## config.mk

```make
export PLATFORM = sky130hd
export DESIGN_NAME = fifo_axis_reader
export DESIGN_NICKNAME = d
export VERILOG_FILES = /design/src/rtl/fifo_axis_pkg.sv /design/src/rtl/fifo_axis_reader_skid.sv /design/src/rtl/fifo_axis_reader.sv
export SDC_FILE = /design/constraint.sdc
export NUM_CORES = 1
export LEC_CHECK = 0
export CAP_MARGIN = 20
export CORE_UTILIZATION = 50
export DETAILED_ROUTE_END_ITERATION = 10
export DONT_BUFFER_PORTS = 1
export MAX_ROUTING_LAYER = met4
export PLACE_DENSITY_LB_ADDON = 0.08
export SLEW_MARGIN = 20
export SYNTH_ARGS = -nofsm -noshare
export SYNTH_HDL_FRONTEND = slang
export SYNTH_SLANG_ARGS = --single-unit
```

## constraint.sdc

```tcl
create_clock -name clk -period 5.14 [get_ports clk]
set_input_delay 1.285 -clock clk [delete_from_list [all_inputs] [get_ports clk]]
set_output_delay 1.285 -clock clk [all_outputs]
set_load 0.005 [all_outputs]
```

## src/rtl/fifo_axis_pkg.sv

```systemverilog
// fifo_axis_pkg: shared types for the FIFO-to-AXI4-Stream reader.
// Holds the skid-buffer state enum, the framing constant and the entry struct.
package fifo_axis_pkg;

    localparam int AXIS_DW      = 16;
    localparam int LEN_UNFRAMED = 0;

    typedef enum logic [1:0] {
        B0 = 2'd0,
        B1 = 2'd1,
        B2 = 2'd2
    } buf_state_e;

    typedef struct packed {
        logic [AXIS_DW-1:0] data;
        logic               last;
    } entry_t;

endpackage

```

## src/rtl/fifo_axis_reader_skid.sv

```systemverilog
// axis_skid_buf2: two-entry register buffer; output is always entry 0.
// in_ready stays high while one slot is free or entry 0 leaves this cycle.
module axis_skid_buf2
    import fifo_axis_pkg::*;
(
    input  logic   clk,
    input  logic   resetn,
    input  entry_t in_data,
    input  logic   in_valid,
    output logic   in_ready,
    output entry_t out_data,
    output logic   out_valid,
    input  logic   out_ready
);

    buf_state_e state_q;
    entry_t     e0_q;
    entry_t     e1_q;
    logic       xfer;
    logic       push;

    assign out_valid = (state_q != B0);
    assign out_data  = e0_q;
    assign in_ready  = (state_q != B2) || out_ready;
    assign xfer      = out_valid && out_ready;
    assign push      = in_valid && in_ready;

    always_ff @(posedge clk or negedge resetn) begin
        if (!resetn) begin
            state_q <= B0;
            e0_q    <= '0;
            e1_q    <= '0;
        end else begin
            unique case (state_q)
                B0: begin
                    if (push) begin
                        e0_q    <= in_data;
                        state_q <= B1;
                    end
                end
                B1: begin
                    if (push && xfer) begin
                        e0_q <= in_data;
                    end else if (push) begin
                        e1_q    <= in_data;
                        state_q <= B2;
                    end else if (xfer) begin
                        state_q <= B0;
                    end
                end
                B2: begin
                    if (xfer) begin
                        e0_q <= e1_q;
                        if (push) e1_q <= in_data;
                        else      state_q <= B1;
                    end
                end
                default: state_q <= B0;
            endcase
        end
    end

endmodule

```

## src/rtl/fifo_axis_reader.sv

```systemverilog
// fifo_axis_reader: drains a fifo_sync into an AXI4-Stream master with TLAST framing.
// Optional FIFO_AXIS_READER_UNDERRUN_CNT_EN adds a saturating underrun_count port.
module fifo_axis_reader
    import fifo_axis_pkg::*;
#(
    parameter int DATA_WIDTH = AXIS_DW,
    parameter int ADDR_WIDTH = 4,
    parameter int LEN_WIDTH  = 16
) (
    input  logic                  clk,
    input  logic                  resetn,
    input  logic [DATA_WIDTH-1:0] fifo_rd_data,
    input  logic                  fifo_empty,
    input  logic [ADDR_WIDTH:0]   fifo_count,
    output logic                  fifo_rd_en,
    input  logic [LEN_WIDTH-1:0]  pkt_len,
    output logic [DATA_WIDTH-1:0] m_axis_tdata,
    output logic                  m_axis_tvalid,
    input  logic                  m_axis_tready,
    output logic                  m_axis_tlast
`ifdef FIFO_AXIS_READER_UNDERRUN_CNT_EN
    , output logic [31:0]         underrun_count
`endif
);

    logic                 last_zero_q;
    logic                 head_ok;
    logic                 in_ready;
    logic                 pop;
    entry_t               in_ent;
    entry_t               out_ent;
    logic                 out_valid;
    logic [LEN_WIDTH-1:0] cnt_q, cnt_d;
    logic [LEN_WIDTH-1:0] len_q, len_d;
    logic [LEN_WIDTH-1:0] len_cur;

    // Head word is stale the cycle after a write lands on an emptied FIFO.
    always_ff @(posedge clk or negedge resetn) begin
        if (!resetn) last_zero_q <= 1'b1;
        else         last_zero_q <= (fifo_count == {{ADDR_WIDTH{1'b0}}, fifo_rd_en});
    end

    assign head_ok    = !fifo_empty && !last_zero_q;
    assign pop        = head_ok && in_ready;
    assign fifo_rd_en = pop;

    always_comb begin
        in_ent      = '0;
        in_ent.data = AXIS_DW'(fifo_rd_data);
        cnt_d       = cnt_q;
        len_d       = len_q;
        len_cur     = (cnt_q == '0) ? pkt_len : len_q;
        if (pop && len_cur != LEN_WIDTH'(LEN_UNFRAMED)) begin
            len_d = len_cur;
            if (cnt_q == len_cur - 1'b1) begin
                in_ent.last = 1'b1;
                cnt_d       = '0;
            end else begin
                cnt_d = cnt_q + 1'b1;
            end
        end
    end

    always_ff @(posedge clk or negedge resetn) begin
        if (!resetn) begin
            cnt_q <= '0;
            len_q <= '0;
        end else begin
            cnt_q <= cnt_d;
            len_q <= len_d;
        end
    end

    axis_skid_buf2 u_skid (
        .clk       (clk),
        .resetn    (resetn),
        .in_data   (in_ent),
        .in_valid  (head_ok),
        .in_ready  (in_ready),
        .out_data  (out_ent),
        .out_valid (out_valid),
        .out_ready (m_axis_tready)
    );

    assign m_axis_tvalid = out_valid;
    assign m_axis_tdata  = DATA_WIDTH'(out_ent.data);
    assign m_axis_tlast  = out_ent.last;

`ifdef FIFO_AXIS_READER_UNDERRUN_CNT_EN
    logic [31:0] und_q;

    always_ff @(posedge clk or negedge resetn) begin
        if (!resetn) begin
            und_q <= '0;
        end else if (m_axis_tready && !out_valid && cnt_q != '0 && und_q != '1) begin
            und_q <= und_q + 32'd1;
        end
    end

    assign underrun_count = und_q;
`endif

endmodule

```

==> impl_metrics.json <==
{
  "status": "complete, no violations",
  "fin_crit_sh_pct": 86.8,
  "cpPeakStageDelay_ns": 0.60,
  "holdBufCountCts": 0,
  "wirelength_um": 8910,
  "worst_r2r_endpoint": "cnt_q[2]$_DFFE_PN0P_",
  "synth_edf_count": 0,
  "drt-pass1-iter-count": 4,
  "slew_viol_final": 0,
  "worstSetupPathType": "flop to flop",
  "crit_required_ns": 5.36,
  "place.port_buffers": 0,
  "drive_gt1_share_pct": 15.2,
  "final.setup.tns_ns": 0,
  "ys_ff_latch": 69,
  "maxCapViolations": 0,
  "cts-buffers-inserted": 9,
  "clk-insertion-delay-late_ns": 0.34,
  "path_clk_slew_ns": 0.07,
  "place_congestion": 0.967,
  "area_growth_pct": 8.40,
  "setup_viol": 0,
  "postCtsSetupRepairBufs": 0,
  "crit_chain": "inv_1 -> ha_1 -> nor4b_2 -> and4_1 -> mux2i_1 -> ha_1 -> or3b_2 -> nor4_1 -> xnor2_1 -> mux2i_1 -> xnor2_1 -> nand3_1 -> nor4_2 -> nor4b_1 -> a211o_1",
  "rsz0062_at_grt": "no",
  "async_flop_share_pct": 100,
  "syn_nets": 477,
  "antenna_found_initial": 0,
  "synth_cells": 429,
  "htree_levels": 3,
  "vias_per_cell": 5.91,
  "final_hold_viol_count": 0,
  "r2r_cells": 15,
  "fin_crit_ns": 4.46,
  "max_freq_ghz": 0.224,
  "synth.yosys.seq_area_share_pct": 41.6,
  "initial_utilization_pct": 52.7,
  "setup_ws_ns": 0.678,
  "ys_types": 57,
  "p_leak_nw": 1.83,
  "finClkSkew_ns": 0.0145,
  "layout.nets": 471,
  "synth_area_um2": 4160,
  "cp_max_fo": 10,
  "core_um2": 7890,
  "grt_max_degree": 70,
  "synth_ff_type": "dfrtp_1",
  "grt_pass1_wl_um": 15000,
  "boundaryPins": 60,
  "p_per_area_nw_per_um2": 477,
  "start_kind": "flop",
  "first_iter_violations": 138,
  "fin_cells": 530,
  "hold_end": "u_skid.e1_q[2]$_DFFE_PN0P_",
  "placedCellCount": 514,
  "die_h_um": 93.2,
  "dp_hpwl_um": 6340,
  "wl_per_cell_um": 16.8,
  "clock_path_buffers": 2,
  "die_area_um2": 8680,
  "vias": 3130,
  "route.detailed.drc": 0,
  "cts-root-buf": "clkbuf_8",
  "slowest_stage": "nor4_2",
  "crit_buf_inv": 1,
  "holdPathStages": 1,
  "path_delay_family": "simple AND/OR/NAND/NOR gates",
  "die_x_um": 93.2,
  "pre_cts_slack_ns": 0.681,
  "ant_nets": 0,
  "worst_pin_slew_ns": 0.828,
  "post_cts.resized_instances": 0,
  "overflow": 0,
  "cts_tree": "yes",
  "end_kind": "flop",
  "path_depth": 15,
  "slew_headroom_pct": 44.8,
  "min-delay-start": "u_skid.e1_q[2]$_DFFE_PN0P_",
  "arrival_ns": 4.68,
  "min_path_type": "flop to flop",
  "grt_pass1_vias": 3010,
  "syn_avg_cell_area_um2": 9.69,
  "yosys_warnings": 0,
  "clock-sinks": 69,
  "rows": 32,
  "grtUsageTotal_pct": 22.6,
  "num_antenna_cells": 0,
  "r2r_slack_ns": 0.68,
  "ir_drop_mv": 0.240,
  "timing.rr.start": "cnt_q[0]$_DFFE_PN0P_"
}
[state kept, by name (all words and copies together), names as in the netlist]
| register | cells |
|---|---|
| u_skid.e1_q | 17 |
| cnt_q | 16 |
| u_skid.state_q | 2 |
| len_q | 16 |
| last_zero_q | 1 |
| u_skid.out_data | 17 |
[cell families after synthesis]
group | after synthesis | share of synthesized area, %
AO/OA/AOI/OAI | 67 | 9.99
XOR/XNOR | 35 | 7.37
adder cells (fa/ha/maj) | 7 | 2.11
buffers and inverters | 34 | 3.34
flip-flops | 69 | 41.6
multiplexers | 57 | 14.7
AND/OR/NAND/NOR | 160 | 20.9
[layout by cell type, fill, tap and decap left out, drive strengths merged, types with 5 or more instances in the layout]
cell type  instances
inv               11
nand3              7
nor3              18
xnor2             19
dfrtp             68
ha                 7
and3               5
mux2i             25
nor2b              5
o21ai             19
a21oi             22
nand4              5
nor2              50
or4                9
xor2              16
nor4b              6
buf                6
nor4              11
or3                6
mux2              32
clkbuf            10
nand2             24
[how the worst max path moves through the flow]
stage / startpoint / end / slack (ns)
floorplan: cnt_q[0]$_DFFE_PN0P_ / cnt_q[6]$_DFFE_PN0P_ / 0.82
global placement: cnt_q[0]$_DFFE_PN0P_ / u_skid.e1_q[0]$_DFFE_PN0P_ / 0.78
detailed placement: cnt_q[0]$_DFFE_PN0P_ / u_skid.e1_q[0]$_DFFE_PN0P_ / 0.68
CTS: cnt_q[0]$_DFFE_PN0P_ / u_skid.e1_q[0]$_DFFE_PN0P_ / 0.66
global route: cnt_q[0]$_DFFE_PN0P_ / cnt_q[2]$_DFFE_PN0P_ / 0.38
finish: cnt_q[0]$_DFFE_PN0P_ / cnt_q[2]$_DFFE_PN0P_ / 0.68
[area by class of cell]
cell class,instances,area [µm²]
multi-input cells,326,2290
clock inverters,6,134
inverters,11,41.3
fillers,701,3380
flip-flops and latches,69,1730
repair buffers,6,45.0
well taps,102,128
clock buffers,10,138
[where the power goes]
group          internal, mW  switching (mW)
clock                 0.385           0.207
sequential            0.729           0.170
combinational         0.311           0.346
[synthesized netlist by cell type (2+ instances only)]
master | n | area share (%)
mux2i_1 | 25 | 6.0
o21ai_0 | 19 | 2.3
inv_1 | 11 | 0.99
dfrtp_1 | 68 | 41
nor4_2 | 3 | 0.90
nand3_1 | 7 | 0.84
and3_1 | 5 | 0.75
a211oi_1 | 2 | 0.36
nor4b_1 | 5 | 1.1
nor2b_1 | 5 | 0.75
nand4_1 | 5 | 0.75
nor4_1 | 8 | 1.2
a22oi_1 | 2 | 0.36
or4_1 | 7 | 1.3
nand2_1 | 24 | 2.2
xor2_1 | 16 | 3.4
mux2_2 | 32 | 8.7
ha_1 | 7 | 2.1
a21oi_1 | 22 | 2.6
or3_1 | 6 | 0.90
or4_4 | 2 | 0.54
a31oi_1 | 2 | 0.30
o31ai_1 | 3 | 0.54
nor3_1 | 18 | 2.2
xnor2_1 | 19 | 4.0
nand2b_1 | 4 | 0.60
and4_1 | 3 | 0.63
nor3b_1 | 2 | 0.36
o31a_1 | 2 | 0.42
nor2_1 | 49 | 4.4
clkbuf_1 | 18 | 1.6
buf_2 | 3 | 0.36
[metal layers]
| metal | up-vias | GRT usage (%) | share of wire, % |
|---|---|---|---|
| met3 | 6 | 5.77 | 5.6 |
| met4 | 0 | 4.87 | 0.61 |
| met2 | 76 | 33.6 | 45 |
| met1 | 1514 | 31.3 | 48 |
| met5 | - | - | 0 |
| li1 | 1534 | - | - |
[through the flow]
| stage | cell area, µm² | total power, mW | hold slack (ns) | utilization [%] |
|---|---|---|---|---|
| final | 4510 | 2.15 | 0.507 | 57.1 |
| after CTS | 4510 | 2.17 | 0.512 | 57.1 |
| after global placement | 4230 | 1.55 | 0.489 | 53.7 |
| after floorplan | 4160 | 1.42 | 0.480 | - |
| after detailed placement | 4230 | 1.57 | 0.495 | 53.7 |
| after global routing | 4510 | 2.30 | 0.516 | 57.1 |
No activity file was read; power rests on OpenSTA's default activity.
